===== src/rtl/up_mem_if.sv =====
// Memory bus interface: turns each controller request into one address/strobe
// cycle on a non-multiplexed external bus, with wait states and a bounded timeout.
module up_mem_if #(
  parameter int AW       = 16,
  parameter int DW       = 8,
  parameter int WAIT_MIN = 1,
  parameter int TIMEOUT  = 15
) (
  input  logic          clk,
  input  logic          rst,
  input  logic          req,
  input  logic          we,
  input  logic [AW-1:0] addr,
  input  logic [DW-1:0] wdata,
  output logic [DW-1:0] rdata,
  output logic          rdy,
  output logic          err,
  output logic [AW-1:0] ext_addr,
  output logic          ext_ale,
  output logic          ext_rd_n,
  output logic          ext_wr_n,
  output logic [DW-1:0] ext_dout,
  output logic          ext_doe,
  input  logic [DW-1:0] ext_din,
  input  logic          ext_wait
);

  localparam int CMAX = WAIT_MIN + TIMEOUT;
  localparam int CW   = $clog2(CMAX + 1);
  localparam logic [CW-1:0] CMAX_C = CW'(CMAX);
  localparam logic [CW:0]   CMAX_W = (CW+1)'(CMAX);
  localparam logic [CW:0]   WMIN_W = (CW+1)'(WAIT_MIN);

  typedef enum logic [1:0] {IDLE, ADDR, STROBE, DONE} state_e;

  state_e        state_q, state_d;
  logic [CW-1:0] cnt_q, cnt_d;
  logic [CW:0]   elapsed_s;
  logic          we_q, we_d;
  logic [AW-1:0] addr_q, addr_d;
  logic [DW-1:0] wdata_q, wdata_d;
  logic [DW-1:0] rdata_q, rdata_d;
  logic          rdy_q, rdy_d;
  logic          err_q, err_d;
  logic          ale_q, ale_d;
  logic          rd_n_q, rd_n_d;
  logic          wr_n_q, wr_n_d;
  logic          doe_q, doe_d;

  // Next-state logic; bus outputs are precomputed from the next state so they
  // leave the block straight from flops.
  always_comb begin
    state_d   = state_q;
    cnt_d     = cnt_q;
    we_d      = we_q;
    addr_d    = addr_q;
    wdata_d   = wdata_q;
    rdata_d   = rdata_q;
    err_d     = 1'b0;
    // Strobe cycles elapsed including the current one.
    elapsed_s = {1'b0, cnt_q} + (CW+1)'(1);
    case (state_q)
      IDLE: begin
        if (req) begin
          we_d    = we;
          addr_d  = addr;
          wdata_d = wdata;
          cnt_d   = '0;
          state_d = ADDR;
        end else begin
          state_d = IDLE;
        end
      end
      ADDR: state_d = STROBE;
      STROBE: begin
        cnt_d = (cnt_q == CMAX_C) ? cnt_q : cnt_q + CW'(1);
        if ((elapsed_s >= WMIN_W) && !ext_wait) begin
          state_d = DONE;
          if (!we_q) rdata_d = ext_din;
          else       rdata_d = rdata_q;
        end else if (elapsed_s >= CMAX_W) begin
          state_d = DONE;
          err_d   = 1'b1;
          if (!we_q) rdata_d = '1;
          else       rdata_d = rdata_q;
        end else begin
          state_d = STROBE;
        end
      end
      DONE:    state_d = IDLE;
      default: state_d = IDLE;
    endcase
    ale_d  = (state_d == ADDR);
    rd_n_d = !((state_d == STROBE) && !we_d);
    wr_n_d = !((state_d == STROBE) && we_d);
    doe_d  = (state_d == STROBE) && we_d;
    rdy_d  = (state_d == DONE);
  end

  // State, latched transaction fields and registered bus outputs.
  always_ff @(posedge clk) begin
    if (rst) begin
      state_q <= IDLE;
      cnt_q   <= '0;
      we_q    <= 1'b0;
      addr_q  <= '0;
      wdata_q <= '0;
      rdata_q <= '0;
      rdy_q   <= 1'b0;
      err_q   <= 1'b0;
      ale_q   <= 1'b0;
      rd_n_q  <= 1'b1;
      wr_n_q  <= 1'b1;
      doe_q   <= 1'b0;
    end else begin
      state_q <= state_d;
      cnt_q   <= cnt_d;
      we_q    <= we_d;
      addr_q  <= addr_d;
      wdata_q <= wdata_d;
      rdata_q <= rdata_d;
      rdy_q   <= rdy_d;
      err_q   <= err_d;
      ale_q   <= ale_d;
      rd_n_q  <= rd_n_d;
      wr_n_q  <= wr_n_d;
      doe_q   <= doe_d;
    end
  end

  assign rdata    = rdata_q;
  assign rdy      = rdy_q;
  assign err      = err_q;
  assign ext_addr = addr_q;
  assign ext_dout = wdata_q;
  assign ext_ale  = ale_q;
  assign ext_rd_n = rd_n_q;
  assign ext_wr_n = wr_n_q;
  assign ext_doe  = doe_q;

endmodule


===== config.mk =====
export PLATFORM = sky130hd
export DESIGN_NAME = up_mem_if
export DESIGN_NICKNAME = d
export VERILOG_FILES = /design/src/rtl/up_mem_if.sv
export SDC_FILE = /design/constraint.sdc
export NUM_CORES = 1
export LEC_CHECK = 0
export CORE_MARGIN = 1
export CORE_UTILIZATION = 37
export DETAILED_ROUTE_END_ITERATION = 10
export PLACE_DENSITY = 0.74
export SLEW_MARGIN = 30
export SYNTH_ARGS = -nofsm -noshare
export SYNTH_HDL_FRONTEND = slang
export SYNTH_SLANG_ARGS = --single-unit

===== constraint.sdc =====
create_clock -name clk -period 1.6 [get_ports clk]
set_input_delay 0.32 -clock clk [delete_from_list [all_inputs] [get_ports clk]]
set_output_delay 0.32 -clock clk [all_outputs]
set_load 0.005 [all_outputs]

## Yosys cells after proc, flatten, opt, wreduce, memory -nomap -nowiden

Index checks and enable logic that the tools add are counted.

- Add/subtract/negate cells: 2
- $lt $le $gt $ge: 2
- Equal/unequal tests: 11
- Muxes and demuxes: 14
- Bitwise logic cells: 1
- Reductions and logical operators: 14

Operators with widths:

| cell | number |
|---|---|
| 2-to-1 mux 8 bit | 4 |
| 2-to-1 mux 5 bit | 2 |
| one-hot mux 5 bit (2 select lines) | 1 |
| == test 2 bit, second input constant | 4 |
| != test 2 bit, second input constant | 4 |
| one-hot mux 2 bit (4 select lines) | 1 |
| adder 5 x 1 -> 6 bit, second input constant | 1 |
| greater-or-equal comparator 6 x 1 -> 1 bit, second input constant | 1 |
| greater-or-equal comparator 6 x 5 -> 1 bit, second input constant | 1 |
| 2-to-1 mux 1 bit | 6 |
| adder 5 x 1 -> 5 bit, second input constant | 1 |
| == test 5 bit, second input constant | 1 |
| == test 2 x 1 -> 1 bit, second input constant | 2 |
| logical NOT 1 bit | 4 |
| AND reduction 4 bit | 1 |
| nonzero test 2 bit | 2 |
| logical AND 1 bit | 3 |
| AND reduction 3 bit | 1 |
| OR reduction 3 bit | 1 |
| logical NOT 2 bit | 1 |
| AND reduction 2 bit | 1 |
| inverter 1 bit | 1 |

- Register bits: 46
- Input port bits: 37
- Output and inout port bits: 38
- Logic and storage cells: 56

## Longest topological paths before layout

- Depth in word-level cells: 8
- Depth in mapped cells: 7
- Gate-level depth less buffers: 6

## Worst setup path before layout

No wires, ideal clock.

- Kind: register to register
- Start: register cnt_q[0]
- End: register rdata_q[0] (netlist: rdata[0])
- Library setup time: 0.119 ns
- Arrival time: 1.563 ns
- Data required time: 1.481 ns
- Setup slack: -0.081 ns
- Cell stages (with the launch flop): 8
- Buffers on the path: 1
- Period minus slack after synthesis: 1.681 ns
- Path through: dfxtp_1 > inv_1 > ha_1 > nor3_1 > o2111ai_1 > and4b_1 > buf_2 > o221a_1

- Cells in the longest elaborated chain, start to end: 5
- Elaborated cells between the ends (all ways): 9
- Classes of those cells: 1 x add/sub; 2 x order compare; 2 x eq/ne; 1 x mux; 3 x reduce/logical

Ends and longest elaborated chain:

| what | line | text |
|---|---|---|
| start: declaration | 37 | `logic [CW-1:0] cnt_q, cnt_d;` |
| start signal: assignment | 117 | `cnt_q <= cnt_d;` |
| adder 5 x 1 -> 6 bit * | 61 | `elapsed_s = {1'b0, cnt_q} + (CW+1)'(1);` |
| greater-or-equal comparator 6 x 1 -> 1 bit | 77 | `if ((elapsed_s >= WMIN_W) && !ext_wait) begin` |
| logical AND 1 bit | 77 |  |
| != test 2 bit (no source line) or nonzero test 2 bit (tied branches) | - |  |
| AND reduction 4 bit (no source line) | - |  |
| end signal: assignment | 121 | `rdata_q <= rdata_d;` |
| end: declaration | 42 | `logic [DW-1:0] rdata_q, rdata_d;` |

Every way passes the cells marked *; elsewhere a longest branch is shown, timed or not.
A chain may end at the register's enable or synchronous reset.

## Worst setup path in the final report

Same ends and word-level chain as after synthesis.

==> results_dict.tcl <==
set metrics [dict create \
    coreArea_um2 4440 \
    synth_seq_cells 46 \
    dieArea_um2 5020 \
    io_pins 75 \
    maxCapViolations 0 \
    ys.flop_type "dfxtp_1" \
    most-common-layout-cells "clkdlybuf4s50_1, nand2_1, dfxtp_1" \
    place_area_um2 2720 \
    worst_pin_slew_ns 0.346 \
    antenna_found_initial 0 \
    post-route-period-util_pct 98.5 \
    min_period_ns 1.58 \
    grt_usage_pct 18.9 \
    clock_sinks 46 \
    globalRouteOverflowTotal 0 \
    power.total_mw 2.54 \
    synth_compound_area_share_pct 16.8 \
    vias 1706 \
    hp-class "reg2reg" \
    power.density_nw_per_um2 867 \
    start_util_pct 39.5 \
    crit_path_start_kind "flip-flop" \
    cts_buffers 5 \
    synth_fp_nets 238 \
    wire_per_inst_um 13.1 \
    first_iter_violations 97 \
    synth_area_um2 1750 \
    hold_violations 0 \
    hold_buffers 0 \
    clk_latency_ns 0.30 \
    clk_pin_slew_ns 0.08 \
    p_leak_nw 1.08 \
    yosys_warnings 0 \
    timing.fmax_ghz 0.635 \
    critPathMaxFanout 8 \
    mostFrequentLayoutCell "clkdlybuf4s50_1" \
    worst_clock_skew_ns 0.00242 \
    dp_hpwl_mm 3.19 \
    cts_tree "yes" \
    die_w_um 70.9 \
    r2r_cells 6 \
    drc 8 \
    synth-seq-area-share_pct 52.5 \
    crit_type "reg2reg" \
    final_cell_count_no_fill 346 \
    crit_end "rdata[0]" \
    synth_cell_type_count 35 \
    synth_mux_area_share_pct 1.43 \
    ys_async_sr_fraction_pct 0 \
    finalWeightedCongestion 0.806 \
    dp.cells 334 \
    synth_edf_count 0 \
    end_kind "flip-flop" \
    outcome "complete, but fails checks" \
    relSlewSlack_pct 76.9 \
    syn_avg_cell_area_um2 8.90 \
    grt_pass1_vias 1643 \
    layout-drive-gt1-share_pct 19.7 \
    max-vdd-ir-drop_mv 0.537 \
    r2r_start "cnt_q[0]" \
    routed_wl_mm 4.53 \
    cts_root_buffer "clkbuf_8" \
    synthXorXnorAreaFrac_pct 0.999 \
    violations "design-rule violations" \
    grt_max_degree 26 \
    reg2reg_to "rdata[0]" \
    antennaDiodeCount 0 \
    grt_pass1_wl_mm 7.50 \
    synth_top_family_by_area "simple AND/OR/NAND/NOR gates" \
    dr.pass1.iters 9 \
    numPortBuffers 74 \
    viasPerCell 4.93 \
    fin_area_um2 2930 \
    syn2layout_area_growth_pct 66.8 \
    cp_data_required_time_ns 1.79 \
    r2r_slack_ns 0.02 \
    syn_inst 197 \
    cts-htree-levels 2 \
    rsz0062_at_grt "yes" \
    crit_arrival_ns 1.76 \
    finalSetupViolCount 0 \
    cts_buffer_depth 2 \
    cp-startpoint "cnt_q[0]" \
    synth_fa_ha_area_share_pct 2.85 \
    report.final.slew_viol_count 0 \
    ant_nets 0 \
    nets 335 \
    num_rows 24 \
    die_h_um 70.9 \
    synthSimpleGateAreaFrac_pct 21.0 \
]
==> metrics by stage <==
step	setup WS (ns)	TNS, ns	hold WS, ns	utilization [%]
2_1_floorplan	-0.0151	-0.121	0.401	-
3_3_place_gp	-0.237	-3.26	0.441	61.1
3_5_place_dp	-0.269	-3.51	0.448	61.1
4_1_cts	-0.00604	-0.00604	0.459	64.0
5_1_grt	-0.0546	-0.386	0.482	65.8
6_report	0.0242	0	0.456	65.8
==> final cells by class <==
type                    count  area (um2)
fillers                   392        1520
clock inverters             1        7.51
inverters                   8        30.0
repair buffers            101         956
well taps                  52        65.1
flip-flops and latches     46         931
clock buffers               6        72.6
multi-input cells         132         863
==> sequential cells by signal (all words and copies together), names as in the netlist <==
signal	flops
rdata	8
ext_addr	16
state_q	2
err	1
cnt_q	5
we_q	1
ext_wr_n	1
ext_rd_n	1
ext_dout	8
ext_ale	1
rdy	1
ext_doe	1
==> cells in the mapped netlist, types with 3 or more instances <==
master    count  area share [%]
a21oi_1      27             7.7
nand2_1      57              12
clkbuf_1      8             1.7
nand3_1       3            0.86
o221a_1       8             5.1
nor2b_1       3             1.1
nor2_1        5             1.1
dfxtp_1      46              52
ha_1          4             2.9
inv_1         6             1.3
==> worst max-delay path: stages, from the launching register on <==
cell and delay [ns]:
dfxtp_4 0.36, inv_2 0.06, ha_4 0.16, nor3_4 0.04, nand4_1 0.09, or4b_4 0.52
o221a_1 0.23
==> layer usage <==
layer	global-route usage (%)	vias to the layer above	wire length (um)
met3	7.41	6	331
met4	5.33	0	51
met2	30.3	55	2130
met5	0	-	0
met1	23.7	787	2020
li1	-	858	-
==> logic make-up after synthesis <==
| family | Yosys count |
|---|---|
| muxes | 2 |
| DFF | 46 |
| AOI/OAI and AO/OA | 43 |
| buffers and inverters | 19 |
| adders and majority gates | 4 |
| and+or+nand+nor | 81 |
| xor gates and xnor gates | 2 |
==> how the worst min path moves through the flow <==
stage	slack, ns	cells after the start	to	from
floorplan	0.40	1	ext_wr_n	we_q
global placement	0.44	2	ext_addr[11]	ext_addr[11]
detailed placement	0.45	2	ext_dout[1]	ext_dout[1]
CTS	0.46	2	ext_dout[7]	ext_dout[7]
global route	0.48	2	ext_dout[2]	ext_dout[2]
finish	0.46	2	ext_addr[5]	ext_addr[5]
==> power breakdown <==
group | leakage [nW] | internal, mW | switching, mW
clock | 0.0373 | 0.300 | 0.376
sequential | 0.378 | 1.22 | 0.0404
combinational | 0.668 | 0.358 | 0.242
==> repair_timing <==
item                                    4_1_cts  5_1_grt
pin swaps                                     2        4
endpoints found under the setup margin       15       17
resized for setup                             7       16
setup buffers                                 2        3
Note: power is estimated with default switching activity, not from simulation.
